--- src/rtl/ctrl_pkg.sv ---
// -----------------------------------------------------------------------------
// ctrl_pkg
// Shared definitions for the multicycle controller: opcode constants, FSM
// state encoding, decoded instruction classes, ALU operation codes and the
// opcode-to-class decode helper.
// -----------------------------------------------------------------------------
package ctrl_pkg;

    localparam logic [6:0] OPC_R      = 7'b0110011;
    localparam logic [6:0] OPC_I      = 7'b0010011;
    localparam logic [6:0] OPC_LOAD   = 7'b0000011;
    localparam logic [6:0] OPC_STORE  = 7'b0100011;
    localparam logic [6:0] OPC_BRANCH = 7'b1100011;
    localparam logic [6:0] OPC_JAL    = 7'b1101111;

    typedef enum logic [2:0] {
        ST_IDLE   = 3'd0,
        ST_FETCH  = 3'd1,
        ST_DECODE = 3'd2,
        ST_EXEC   = 3'd3,
        ST_MEM    = 3'd4,
        ST_WB     = 3'd5,
        ST_TRAP   = 3'd6
    } state_e;

    typedef enum logic [2:0] {
        CLS_R       = 3'd0,
        CLS_I       = 3'd1,
        CLS_LOAD    = 3'd2,
        CLS_STORE   = 3'd3,
        CLS_BRANCH  = 3'd4,
        CLS_JAL     = 3'd5,
        CLS_ILLEGAL = 3'd6
    } class_e;

    localparam logic [1:0] ALUOP_ADD   = 2'b00;
    localparam logic [1:0] ALUOP_SUB   = 2'b01;
    localparam logic [1:0] ALUOP_RTYPE = 2'b10;
    localparam logic [1:0] ALUOP_ITYPE = 2'b11;

    // JAL is only a legal instruction when jump support is built in.
    function automatic class_e decode_class(input logic [6:0] opc, input logic jump_en);
        class_e cls;
        case (opc)
            OPC_R:      cls = CLS_R;
            OPC_I:      cls = CLS_I;
            OPC_LOAD:   cls = CLS_LOAD;
            OPC_STORE:  cls = CLS_STORE;
            OPC_BRANCH: cls = CLS_BRANCH;
            OPC_JAL:    cls = jump_en ? CLS_JAL : CLS_ILLEGAL;
            default:    cls = CLS_ILLEGAL;
        endcase
        return cls;
    endfunction

endpackage

--- src/rtl/multicycle_ctrl_if.sv ---
// -----------------------------------------------------------------------------
// multicycle_ctrl_if
// Bundle between the multicycle controller and its datapath/memory.
//   opcode, mem_ready        : datapath -> controller
//   state                    : controller FSM state (debug/observation)
//   ir_write..branch, aluop  : datapath control strobes
//   illegal, timeout_fault   : sticky fault flags
// Handshake: mem_ready is sampled only while the controller is in FETCH or MEM
// with mem_read/mem_write high; a high mem_ready on a rising edge completes
// the access in progress. mem_ready in any other state is ignored.
// modport master : the controller side; modport slave : the datapath side.
// -----------------------------------------------------------------------------
interface multicycle_ctrl_if;
    logic [6:0] opcode;
    logic       mem_ready;
    logic [2:0] state;
    logic       ir_write;
    logic       pc_write;
    logic       iord;
    logic       alu_src;
    logic       mem_to_reg;
    logic       reg_write;
    logic       mem_read;
    logic       mem_write;
    logic       branch;
    logic [1:0] aluop;
    logic       illegal;
    logic       timeout_fault;

    modport master (
        input  opcode, mem_ready,
        output state, ir_write, pc_write, iord, alu_src, mem_to_reg, reg_write,
               mem_read, mem_write, branch, aluop, illegal, timeout_fault
    );

    modport slave (
        output opcode, mem_ready,
        input  state, ir_write, pc_write, iord, alu_src, mem_to_reg, reg_write,
               mem_read, mem_write, branch, aluop, illegal, timeout_fault
    );
endinterface

--- src/rtl/ctrl_wait_timer.sv ---
// -----------------------------------------------------------------------------
// ctrl_wait_timer
// Counts cycles spent waiting for mem_ready.
//   clk, rst_n : clock, asynchronous active-low reset
//   clear      : synchronous clear (has priority over enable)
//   enable     : count this cycle
//   limit_hit  : high while the count equals LIMIT-1, i.e. the current cycle is
//                the last one allowed; a miss now means LIMIT waiting cycles.
// -----------------------------------------------------------------------------
module ctrl_wait_timer #(
    parameter int unsigned LIMIT = 16
) (
    input  logic clk,
    input  logic rst_n,
    input  logic clear,
    input  logic enable,
    output logic limit_hit
);

    localparam int unsigned W = $clog2(LIMIT);

    logic [W-1:0] cnt_q;
    logic [W-1:0] cnt_d;

    assign limit_hit = (cnt_q == W'(LIMIT - 1));

    always_comb begin
        cnt_d = cnt_q;
        if (clear) begin
            cnt_d = '0;
        end else if (enable && !limit_hit) begin
            // Saturate at the limit so the count never wraps.
            cnt_d = cnt_q + 1'b1;
        end
    end

    always_ff @(posedge clk or negedge rst_n) begin
        if (!rst_n) begin
            cnt_q <= '0;
        end else begin
            cnt_q <= cnt_d;
        end
    end

endmodule

--- src/rtl/multicycle_ctrl.sv ---
// -----------------------------------------------------------------------------
// multicycle_ctrl
// Multicycle CPU control FSM: IDLE -> FETCH -> DECODE -> EXEC -> (MEM) -> (WB).
// Outputs are decoded from the state and the instruction class latched in
// DECODE; FETCH additionally raises ir_write/pc_write in the cycle mem_ready
// completes the fetch. A memory wait of MEM_TIMEOUT cycles, or an illegal
// opcode, parks the FSM in TRAP until reset.
//   clk, rst_n : clock, asynchronous active-low reset
//   bus        : multicycle_ctrl_if.master (opcode/mem_ready in, controls out)
// -----------------------------------------------------------------------------
module multicycle_ctrl
    import ctrl_pkg::*;
#(
    parameter int unsigned MEM_TIMEOUT  = 16,
    parameter bit          SUPPORT_JUMP = 1'b1
) (
    input  logic               clk,
    input  logic               rst_n,
    multicycle_ctrl_if.master  bus
);

    state_e state_q, state_d;
    class_e class_q, class_d;
    logic   illegal_q, illegal_d;
    logic   timeout_q, timeout_d;

    logic   waiting;
    logic   limit_hit;
    logic   timer_clear;
    logic   timer_en;

    assign waiting     = (state_q == ST_FETCH) || (state_q == ST_MEM);
    // Any state change restarts the count, so entering FETCH or MEM starts at 0.
    assign timer_clear = (state_d != state_q) || !waiting;
    assign timer_en    = waiting && !bus.mem_ready;

    ctrl_wait_timer #(.LIMIT(MEM_TIMEOUT)) u_wait_timer (
        .clk       (clk),
        .rst_n     (rst_n),
        .clear     (timer_clear),
        .enable    (timer_en),
        .limit_hit (limit_hit)
    );

    // Next-state, class latch and sticky flags.
    always_comb begin
        state_d   = state_q;
        class_d   = class_q;
        illegal_d = illegal_q;
        timeout_d = timeout_q;
        case (state_q)
            ST_IDLE: state_d = ST_FETCH;
            ST_FETCH: begin
                // mem_ready wins over a timeout in the same cycle.
                if (bus.mem_ready) begin
                    state_d = ST_DECODE;
                end else if (limit_hit) begin
                    state_d   = ST_TRAP;
                    timeout_d = 1'b1;
                end
            end
            ST_DECODE: begin
                class_d = decode_class(bus.opcode, SUPPORT_JUMP);
                if (class_d == CLS_ILLEGAL) begin
                    state_d   = ST_TRAP;
                    illegal_d = 1'b1;
                end else begin
                    state_d = ST_EXEC;
                end
            end
            ST_EXEC: begin
                case (class_q)
                    CLS_LOAD, CLS_STORE: state_d = ST_MEM;
                    CLS_BRANCH:          state_d = ST_FETCH;
                    default:             state_d = ST_WB;
                endcase
            end
            ST_MEM: begin
                if (bus.mem_ready) begin
                    state_d = (class_q == CLS_LOAD) ? ST_WB : ST_FETCH;
                end else if (limit_hit) begin
                    state_d   = ST_TRAP;
                    timeout_d = 1'b1;
                end
            end
            ST_WB:   state_d = ST_FETCH;
            ST_TRAP: state_d = ST_TRAP;
            default: state_d = ST_TRAP;
        endcase
    end

    // Datapath controls.
    always_comb begin
        bus.state         = state_q;
        bus.ir_write      = 1'b0;
        bus.pc_write      = 1'b0;
        bus.iord          = 1'b0;
        bus.alu_src       = 1'b0;
        bus.mem_to_reg    = 1'b0;
        bus.reg_write     = 1'b0;
        bus.mem_read      = 1'b0;
        bus.mem_write     = 1'b0;
        bus.branch        = 1'b0;
        bus.aluop         = ALUOP_ADD;
        bus.illegal       = illegal_q;
        bus.timeout_fault = timeout_q;
        case (state_q)
            ST_FETCH: begin
                bus.mem_read = 1'b1;
                bus.ir_write = bus.mem_ready;
                bus.pc_write = bus.mem_ready;
            end
            ST_EXEC: begin
                case (class_q)
                    CLS_R: bus.aluop = ALUOP_RTYPE;
                    CLS_I: begin
                        bus.aluop   = ALUOP_ITYPE;
                        bus.alu_src = 1'b1;
                    end
                    CLS_LOAD, CLS_STORE: bus.alu_src = 1'b1;
                    CLS_BRANCH: begin
                        bus.aluop  = ALUOP_SUB;
                        bus.branch = 1'b1;
                    end
                    CLS_JAL: bus.pc_write = 1'b1;
                    default: ;
                endcase
            end
            ST_MEM: begin
                bus.iord      = 1'b1;
                bus.mem_read  = (class_q == CLS_LOAD);
                bus.mem_write = (class_q == CLS_STORE);
            end
            ST_WB: begin
                bus.reg_write  = 1'b1;
                bus.mem_to_reg = (class_q == CLS_LOAD);
            end
            default: ;
        endcase
    end

    always_ff @(posedge clk or negedge rst_n) begin
        if (!rst_n) begin
            state_q   <= ST_IDLE;
            class_q   <= CLS_ILLEGAL;
            illegal_q <= 1'b0;
            timeout_q <= 1'b0;
        end else begin
            state_q   <= state_d;
            class_q   <= class_d;
            illegal_q <= illegal_d;
            timeout_q <= timeout_d;
        end
    end

endmodule

--- src/flat_wrapper.sv ---
// flat-port wrapper written by rule: the top's interface ports become plain ports
module multicycle_ctrl_flat import ctrl_pkg::*;
#(
    parameter int unsigned MEM_TIMEOUT  = 16,
    parameter bit          SUPPORT_JUMP = 1'b1
)
  (clk, rst_n, bus_opcode, bus_mem_ready, bus_state, bus_ir_write, bus_pc_write, bus_iord, bus_alu_src, bus_mem_to_reg, bus_reg_write, bus_mem_read, bus_mem_write, bus_branch, bus_aluop, bus_illegal, bus_timeout_fault);
  multicycle_ctrl_if bus_i ();
  input  logic clk;
  input  logic rst_n;
  input wire logic [$bits(bus_i.opcode)-1:0] bus_opcode;
  input wire logic [$bits(bus_i.mem_ready)-1:0] bus_mem_ready;
  output wire logic [$bits(bus_i.state)-1:0] bus_state;
  output wire logic [$bits(bus_i.ir_write)-1:0] bus_ir_write;
  output wire logic [$bits(bus_i.pc_write)-1:0] bus_pc_write;
  output wire logic [$bits(bus_i.iord)-1:0] bus_iord;
  output wire logic [$bits(bus_i.alu_src)-1:0] bus_alu_src;
  output wire logic [$bits(bus_i.mem_to_reg)-1:0] bus_mem_to_reg;
  output wire logic [$bits(bus_i.reg_write)-1:0] bus_reg_write;
  output wire logic [$bits(bus_i.mem_read)-1:0] bus_mem_read;
  output wire logic [$bits(bus_i.mem_write)-1:0] bus_mem_write;
  output wire logic [$bits(bus_i.branch)-1:0] bus_branch;
  output wire logic [$bits(bus_i.aluop)-1:0] bus_aluop;
  output wire logic [$bits(bus_i.illegal)-1:0] bus_illegal;
  output wire logic [$bits(bus_i.timeout_fault)-1:0] bus_timeout_fault;
  assign bus_i.opcode = bus_opcode;
  assign bus_i.mem_ready = bus_mem_ready;
  assign bus_state = bus_i.state;
  assign bus_ir_write = bus_i.ir_write;
  assign bus_pc_write = bus_i.pc_write;
  assign bus_iord = bus_i.iord;
  assign bus_alu_src = bus_i.alu_src;
  assign bus_mem_to_reg = bus_i.mem_to_reg;
  assign bus_reg_write = bus_i.reg_write;
  assign bus_mem_read = bus_i.mem_read;
  assign bus_mem_write = bus_i.mem_write;
  assign bus_branch = bus_i.branch;
  assign bus_aluop = bus_i.aluop;
  assign bus_illegal = bus_i.illegal;
  assign bus_timeout_fault = bus_i.timeout_fault;
  multicycle_ctrl #(.MEM_TIMEOUT(MEM_TIMEOUT), .SUPPORT_JUMP(SUPPORT_JUMP)) u_core (.clk(clk), .rst_n(rst_n), .bus(bus_i));
endmodule
--- config.mk ---
export PLATFORM = sky130hd
export DESIGN_NAME = multicycle_ctrl_flat
export DESIGN_NICKNAME = d
export VERILOG_FILES = /design/src/rtl/ctrl_pkg.sv /design/src/rtl/multicycle_ctrl_if.sv /design/src/rtl/ctrl_wait_timer.sv /design/src/rtl/multicycle_ctrl.sv /design/src/flat_wrapper.sv
export SDC_FILE = /design/constraint.sdc
export NUM_CORES = 1
export LEC_CHECK = 0
export CAP_MARGIN = 20
export CORE_MARGIN = 1
export CORE_UTILIZATION = 48
export CTS_CLUSTER_SIZE = 16
export DETAILED_ROUTE_END_ITERATION = 6
export DONT_BUFFER_PORTS = 1
export SYNTH_ARGS = -nofsm -noshare
export SYNTH_HDL_FRONTEND = slang
export SYNTH_SLANG_ARGS = --single-unit
--- constraint.sdc ---
create_clock -name clk -period 1.5 [get_ports clk]
set_input_delay 0 -clock clk [delete_from_list [all_inputs] [get_ports clk]]
set_output_delay 0 -clock clk [all_outputs]
set_load 0.02 [all_outputs]
**After elaboration in Yosys (flattened, before gate mapping)**

Cells that the tools add are included.

- Reduce and logical (&&, ||, !) cells: 16
- $add $sub $neg: 1
- Bitwise logic cells: 1
- Mux-type cells: 25
- Equal/unequal tests: 19

Operator list:

| kind | count |
|---|---|
| 3-bit two-way mux | 6 |
| 3-bit one-hot mux with 6 select lines | 1 |
| 3-bit == test (second input constant) | 5 |
| 3-bit one-hot mux with 5 select lines | 1 |
| 7-bit by 6-bit == test with 1-bit output (second input constant) | 2 |
| 7-bit == test (second input constant) | 2 |
| 3-bit by 2-bit == test with 1-bit output (second input constant) | 4 |
| 1-bit two-way mux | 10 |
| 4-bit two-way mux | 2 |
| 7-bit by 2-bit == test with 1-bit output (second input constant) | 1 |
| 7-bit by 5-bit == test with 1-bit output (second input constant) | 1 |
| 3-bit by 1-bit == test with 1-bit output (second input constant) | 2 |
| 3-bit zero test | 2 |
| 2-bit one-hot mux with 3 select lines | 1 |
| 3-bit one-hot mux with 2 select lines | 1 |
| 2-bit OR reduction | 3 |
| 4-bit by 1-bit adder with 4-bit output (second input constant) | 1 |
| 4-bit == test (second input constant) | 1 |
| 1-bit one-hot mux with 2 select lines | 2 |
| 1-bit zero test | 3 |
| 3-bit inequality test | 1 |
| 3-bit AND reduction | 1 |
| 3-bit OR reduction | 1 |
| 1-bit logical AND | 2 |
| other kinds (5) | 6 |

- Output and inout bits: 16
- Register bits: 12
- Input port bits: 10

**Logic depth before layout (Yosys ltp)**

- Depth in word-level cells: 9
- Depth in mapped cells: 5
- Gate-level depth less buffers: 4

**Modules after synthesis**

From an unflattened synthesis, not the netlist that was laid out.

- Cells, all modules: 95
- Area total of the unflattened synthesis: 860.8 um^2

Modules (own cells, without submodules):

| module | cells an instance | instances | area an instance (um^2) | seq. area each (um^2) |
|---|---|---|---|---|
| multicycle_ctrl | 75 | 1 | 631.9 | 202.7 |
| ctrl_wait_timer | 20 | 1 | 229.0 | 100.1 |

**Worst setup path before layout**

No wires, ideal clock.

- Kind: register to output
- From: register u_core.state_q[1] (netlist: u_core.bus.state[1])
- To: output port bus_mem_to_reg
- Arrival time: 1.615 ns
- Stages on the path, launching flop included: 5
- Slack: -0.115 ns
- Data required time: 1.500 ns
- Cell sequence: dfrtp_1 buf_2 inv_1 and3_1 nor3b_1

- Word-level cells in the longest chain between the ends: 2

Ends and longest elaborated chain:

| what | line | source |
|---|---|---|
| start: declaration | multicycle_ctrl.sv:22 | `state_e state_q, state_d;` |
| start signal: assignment | multicycle_ctrl.sv:149 | `state_q <= state_d;` |
| 3-bit == test | multicycle_ctrl.sv:107 | `case (state_q)` |
| 1-bit two-way mux | multicycle_ctrl.sv:107 |  |
| end: declaration | flat_wrapper.sv:18 | `output wire logic [$bits(bus_i.mem_to_reg)-1:0] bus_mem_to_reg;` |

Every way passes these cells.

**Final worst setup path**

- From: register u_core.class_q[1]
- To: output port bus_mem_read

- Word-level cells in the longest chain between the ends: 2

Ends and longest elaborated chain:

| what | line | source |
|---|---|---|
| start: declaration | multicycle_ctrl.sv:23 | `class_e class_q, class_d;` |
| start signal: assignment | multicycle_ctrl.sv:150 | `class_q <= class_d;` |
| 3-bit by 2-bit == test with 1-bit output | multicycle_ctrl.sv:131 | `bus.mem_read = (class_q == CLS_LOAD);` |
| 1-bit one-hot mux with 2 select lines | multicycle_ctrl.sv:107 |  |
| end: declaration | flat_wrapper.sv:20 | `output wire logic [$bits(bus_i.mem_read)-1:0] bus_mem_read;` |

Every way passes these cells.

==> flow_summary_export.csv <==
group,metric,value,unit
routing,post_drt_wl_per_cell,13.38,um
die,die_height,43.01,um
power_and_ir_drop,peakVddDrop,966.4,uV
final_layout,nNetsFinal,121,
power_and_ir_drop,power_density,1705,nW/um^2
final_layout,final_common_cell,"buf_4",
run_status,failed_checks,"setup timing",
timing,worstMarginPinSlew,0.5483,ns
global_route,antenna_found_initial,0,
synthesis,ys_seq_area_share,37.52,%
timing,skew,0.006167,ns
place,placed_area,924.6,sq um
place,gp_congestion,0.7637,
global_route,gr-usage-all-layers,20.73,%
timing,setup-tns-final,-0.01960,ns
run_status,outcome,"finished, violations left",
worst_setup_path,crit_fanout,2,
worst_setup_path,criticalPathCategory,"register to primary output",
global_route,grt_max_degree,13,
synthesis,synth_compound_area_share,18.76,%
die,ios,26,
synthesis,syn_avg_cell_area,9.171,sq um
timing,setup_viol,1,
synthesis,syn_inst,88,
die,die_area,1849,sq um
timing,max-slew-margin-rel,63.33,%
clock_network,numCtsBuffers,3,
job,cap_violations,0,
place,dp_hpwl,1245,um
final_layout,drive_above_1_share,34.86,%
final_layout,design_area,1028,sq um
clock_network,cts_tree,"yes",
worst_setup_path,startpoint_type,"register",
power_and_ir_drop,p_leak,0.4520,nW
synthesis,synth_cell_types,38,
clock_network,clkTransAtPathRegs,0.07,ns
final_layout,diodes,0,
synthesis,yosys.area_share.simple,30.85,%
worst_setup_path,crit_chain,"nand2b_4 -> or3_4 -> a21oi_2 -> buf_4",
worst_hold_path,hp-class,"primary input to register",
synthesis,synth.mux.area_fraction,0,%
clock_network,clockBufferDepth,2,
routing,first_pass_iters,4,
timing,fin_crit_sh,101.3,%
synthesis,synthAdderAreaFrac,1.550,%
worst_setup_path,cp-endpoint,"bus_mem_read",
worst_setup_path,max_stage_delay,0.57,ns
synthesis,yosys_register_bits,12,
routing,drt-total-wl,1673,um
timing,finalHoldViolCount,0,
synthesis,synth_top_family_by_area,"simple AND/OR/NAND/NOR gates",
worst_setup_path,reg2reg_slack,0.18,ns
timing,finalMaxSlewViolations,0,
timing,fin_crit,1.520,ns
clock_network,h-tree-depth,1,
timing,fmax,658.1,MHz
routing,routed-via-count,715,
worst_setup_path,crit_required,1.50,ns
place,port_buffers,0,
synthesis,synthXorXnorAreaFrac,5.426,%
synthesis,syn_area,807.0,sq um
clock_network,clock-sinks,12,
die,die_w,43.01,um
worst_setup_path,r2r_end,"u_core.bus.state[2]$_DFF_PN0_",
global_route,grt_pass1_wl,2884,um
power_and_ir_drop,finalPower,1.754,mW
final_layout,areaGrowthSynthToFinish,27.44,%
synthesis,yosys_warnings,0,
die,core_area,1541,sq um
worst_setup_path,reg2reg_from,"u_core.class_q[2]$_DFFE_PN1N_",
global_route,grt_pass1_vias,690,
clock_network,clock_latency,0.27,ns
worst_setup_path,rr_worst_depth,3,
worst_setup_path,worstPathArrival,1.52,ns
synthesis,synthesis.nets,99,
final_layout,mostFrequentLayoutCells,"buf_4 (18), nor2_1 (14), dfrtp_1 (9), nand3_1 (6), nand2b_4 (5)",
worst_setup_path,critPathLaunch,"u_core.class_q[1]$_DFFE_PN1N_",
final_layout,fin_util,66.72,%
die,fp-row-count,14,
timing,grt_setup_unrepaired,"yes",
timing,worst_slack,-0.01960,ns
clock_network,cts-root-buf,"clkbuf_4",
global_route,grt-ovfl-total,0,
routing,viasPerCell,5.720,
routing,first_iter_violations,6,
die,start_util,52.35,%
routing,ant_nets,0,
worst_setup_path,cp_slowest_cell,"dfstp_2",
worst_setup_path,crit_path_end_kind,"primary output",
routing,route.detailed.drc,0,
[final cells by class]
type	instances	area [sq um]
Fill cell	140	513.0
Multi-Input combinational cell	67	478.0
Sequential cell	12	304.0
Timing Repair Buffer	22	175.2
Clock buffer	4	36.28
Tap cell	16	20.02
Inverter	4	15.01
[routing by layer]
layer / share of wire, % / track usage (%)
met1: 47 / 27.37
met2: 47 / 33.94
met3: 5.2 / 3.830
met4: 0.30 / 7.273
met5: 0 / 0
[worst max-delay path: cells and delay by family (launching register included)]
kind / cells / cell delay [ns]
AND/OR/NAND/NOR: 2 / 0.39
AO/OA/AOI/OAI: 1 / 0.14
buffers and inverters: 1 / 0.15
flip-flops: 1 / 0.57
[stage by stage]
stage	setup WS (ns)	hold slack, ns	cells
2_1_floorplan	0.004940	-0.2956	88
3_5_place_dp	0.1716	-0.2954	115
3_3_place_gp	0.1940	-0.2954	115
4_1_cts	-0.02554	0.005038	125
5_1_grt	-0.05951	0.02625	125
6_report	-0.01960	0.01320	125
[cells by family (layout without fill, tap and decap cells)]
logic type	Yosys count	count (layout)
AO/OA/AOI/OAI	21	21
XOR/XNOR	5	5
adder cells (fa/ha/maj)	1	1
buffers and inverters	9	30
flip-flops	12	12
AND/OR/NAND/NOR	40	40
[report_power, final]
group          switching, mW  internal [mW]
Sequential             0.107          0.420
Combinational          0.522          0.450
Clock                  0.109          0.147
Total                  0.737           1.02
[sequential cells by signal (all words and copies together), names as in the netlist]
signal and cells:
u_core.bus.illegal 1, u_core.bus.state 3, u_core.bus.timeout_fault 1, u_core.class_q 3, u_core.u_wait_timer.cnt_q 4
[cell usage after synthesis]
| master | instances | area share [%] |
|---|---|---|
| and3_1 | 1 | 0.78 |
| nor4_1 | 1 | 0.78 |
| dfstp_2 | 2 | 6.5 |
| or3_1 | 1 | 0.78 |
| xor2_1 | 3 | 3.3 |
| a211oi_2 | 1 | 1.6 |
| o32ai_1 | 1 | 1.1 |
| nand3_1 | 6 | 3.7 |
| nor2_1 | 14 | 6.5 |
| o21bai_1 | 1 | 0.93 |
| a31oi_1 | 1 | 0.78 |
| xnor2_1 | 2 | 2.2 |
| nor3b_2 | 1 | 1.6 |
| nand2_1 | 3 | 1.4 |
| o211ai_1 | 2 | 1.9 |
| a21o_1 | 2 | 1.9 |
| nor4b_1 | 1 | 1.1 |
| buf_4 | 1 | 0.93 |
| nor3_1 | 2 | 1.2 |
| dfrtp_1 | 10 | 31 |
| clkbuf_1 | 1 | 0.46 |
| nand4b_1 | 1 | 1.1 |
| buf_6 | 1 | 1.4 |
| nand4_1 | 1 | 0.78 |
| ha_1 | 1 | 1.6 |
| buf_2 | 2 | 1.2 |
| o221ai_1 | 1 | 1.1 |
| a2bb2oi_1 | 1 | 1.1 |
| o21a_1 | 1 | 0.93 |
| o22ai_1 | 1 | 0.78 |
| inv_1 | 4 | 1.9 |
| nor2b_1 | 1 | 0.78 |
| a221o_1 | 1 | 1.2 |
| nor3b_1 | 2 | 1.9 |
| o21ai_0 | 2 | 1.2 |
| a211o_2 | 1 | 1.2 |
| nand2b_4 | 5 | 8.5 |
| a21oi_1 | 5 | 3.1 |
[how the worst min path moves through the flow]
stage / start / endpoint / slack [ns] / depth (start not counted)
6_report: bus_opcode[1] / u_core.class_q[1]$_DFFE_PN1N_ / 0.01 / 3
4_1_cts: bus_opcode[1] / u_core.class_q[1]$_DFFE_PN1N_ / 0.005 / 3
3_5_place_dp: rst_n / u_core.u_wait_timer.cnt_q[0]$_DFFE_PN0P_ / -0.30 / 0
5_1_grt: bus_opcode[1] / u_core.class_q[1]$_DFFE_PN1N_ / 0.03 / 3
2_1_floorplan: rst_n / u_core.bus.illegal$_DFFE_PN0P_ / -0.30 / 0
3_3_place_gp: rst_n / u_core.u_wait_timer.cnt_q[0]$_DFFE_PN0P_ / -0.30 / 0
[repair_timing]
action | 4_1_cts | 5_1_grt
setup buffers | 2 | 0
endpoints found under the hold margin | 17 | 0
hold buffers | 4 | 0
pin swaps | 1 | 0
endpoints found under the setup margin | 2 | 2
resized for setup | 4 | 0
No activity file was read; power rests on OpenSTA's default activity.
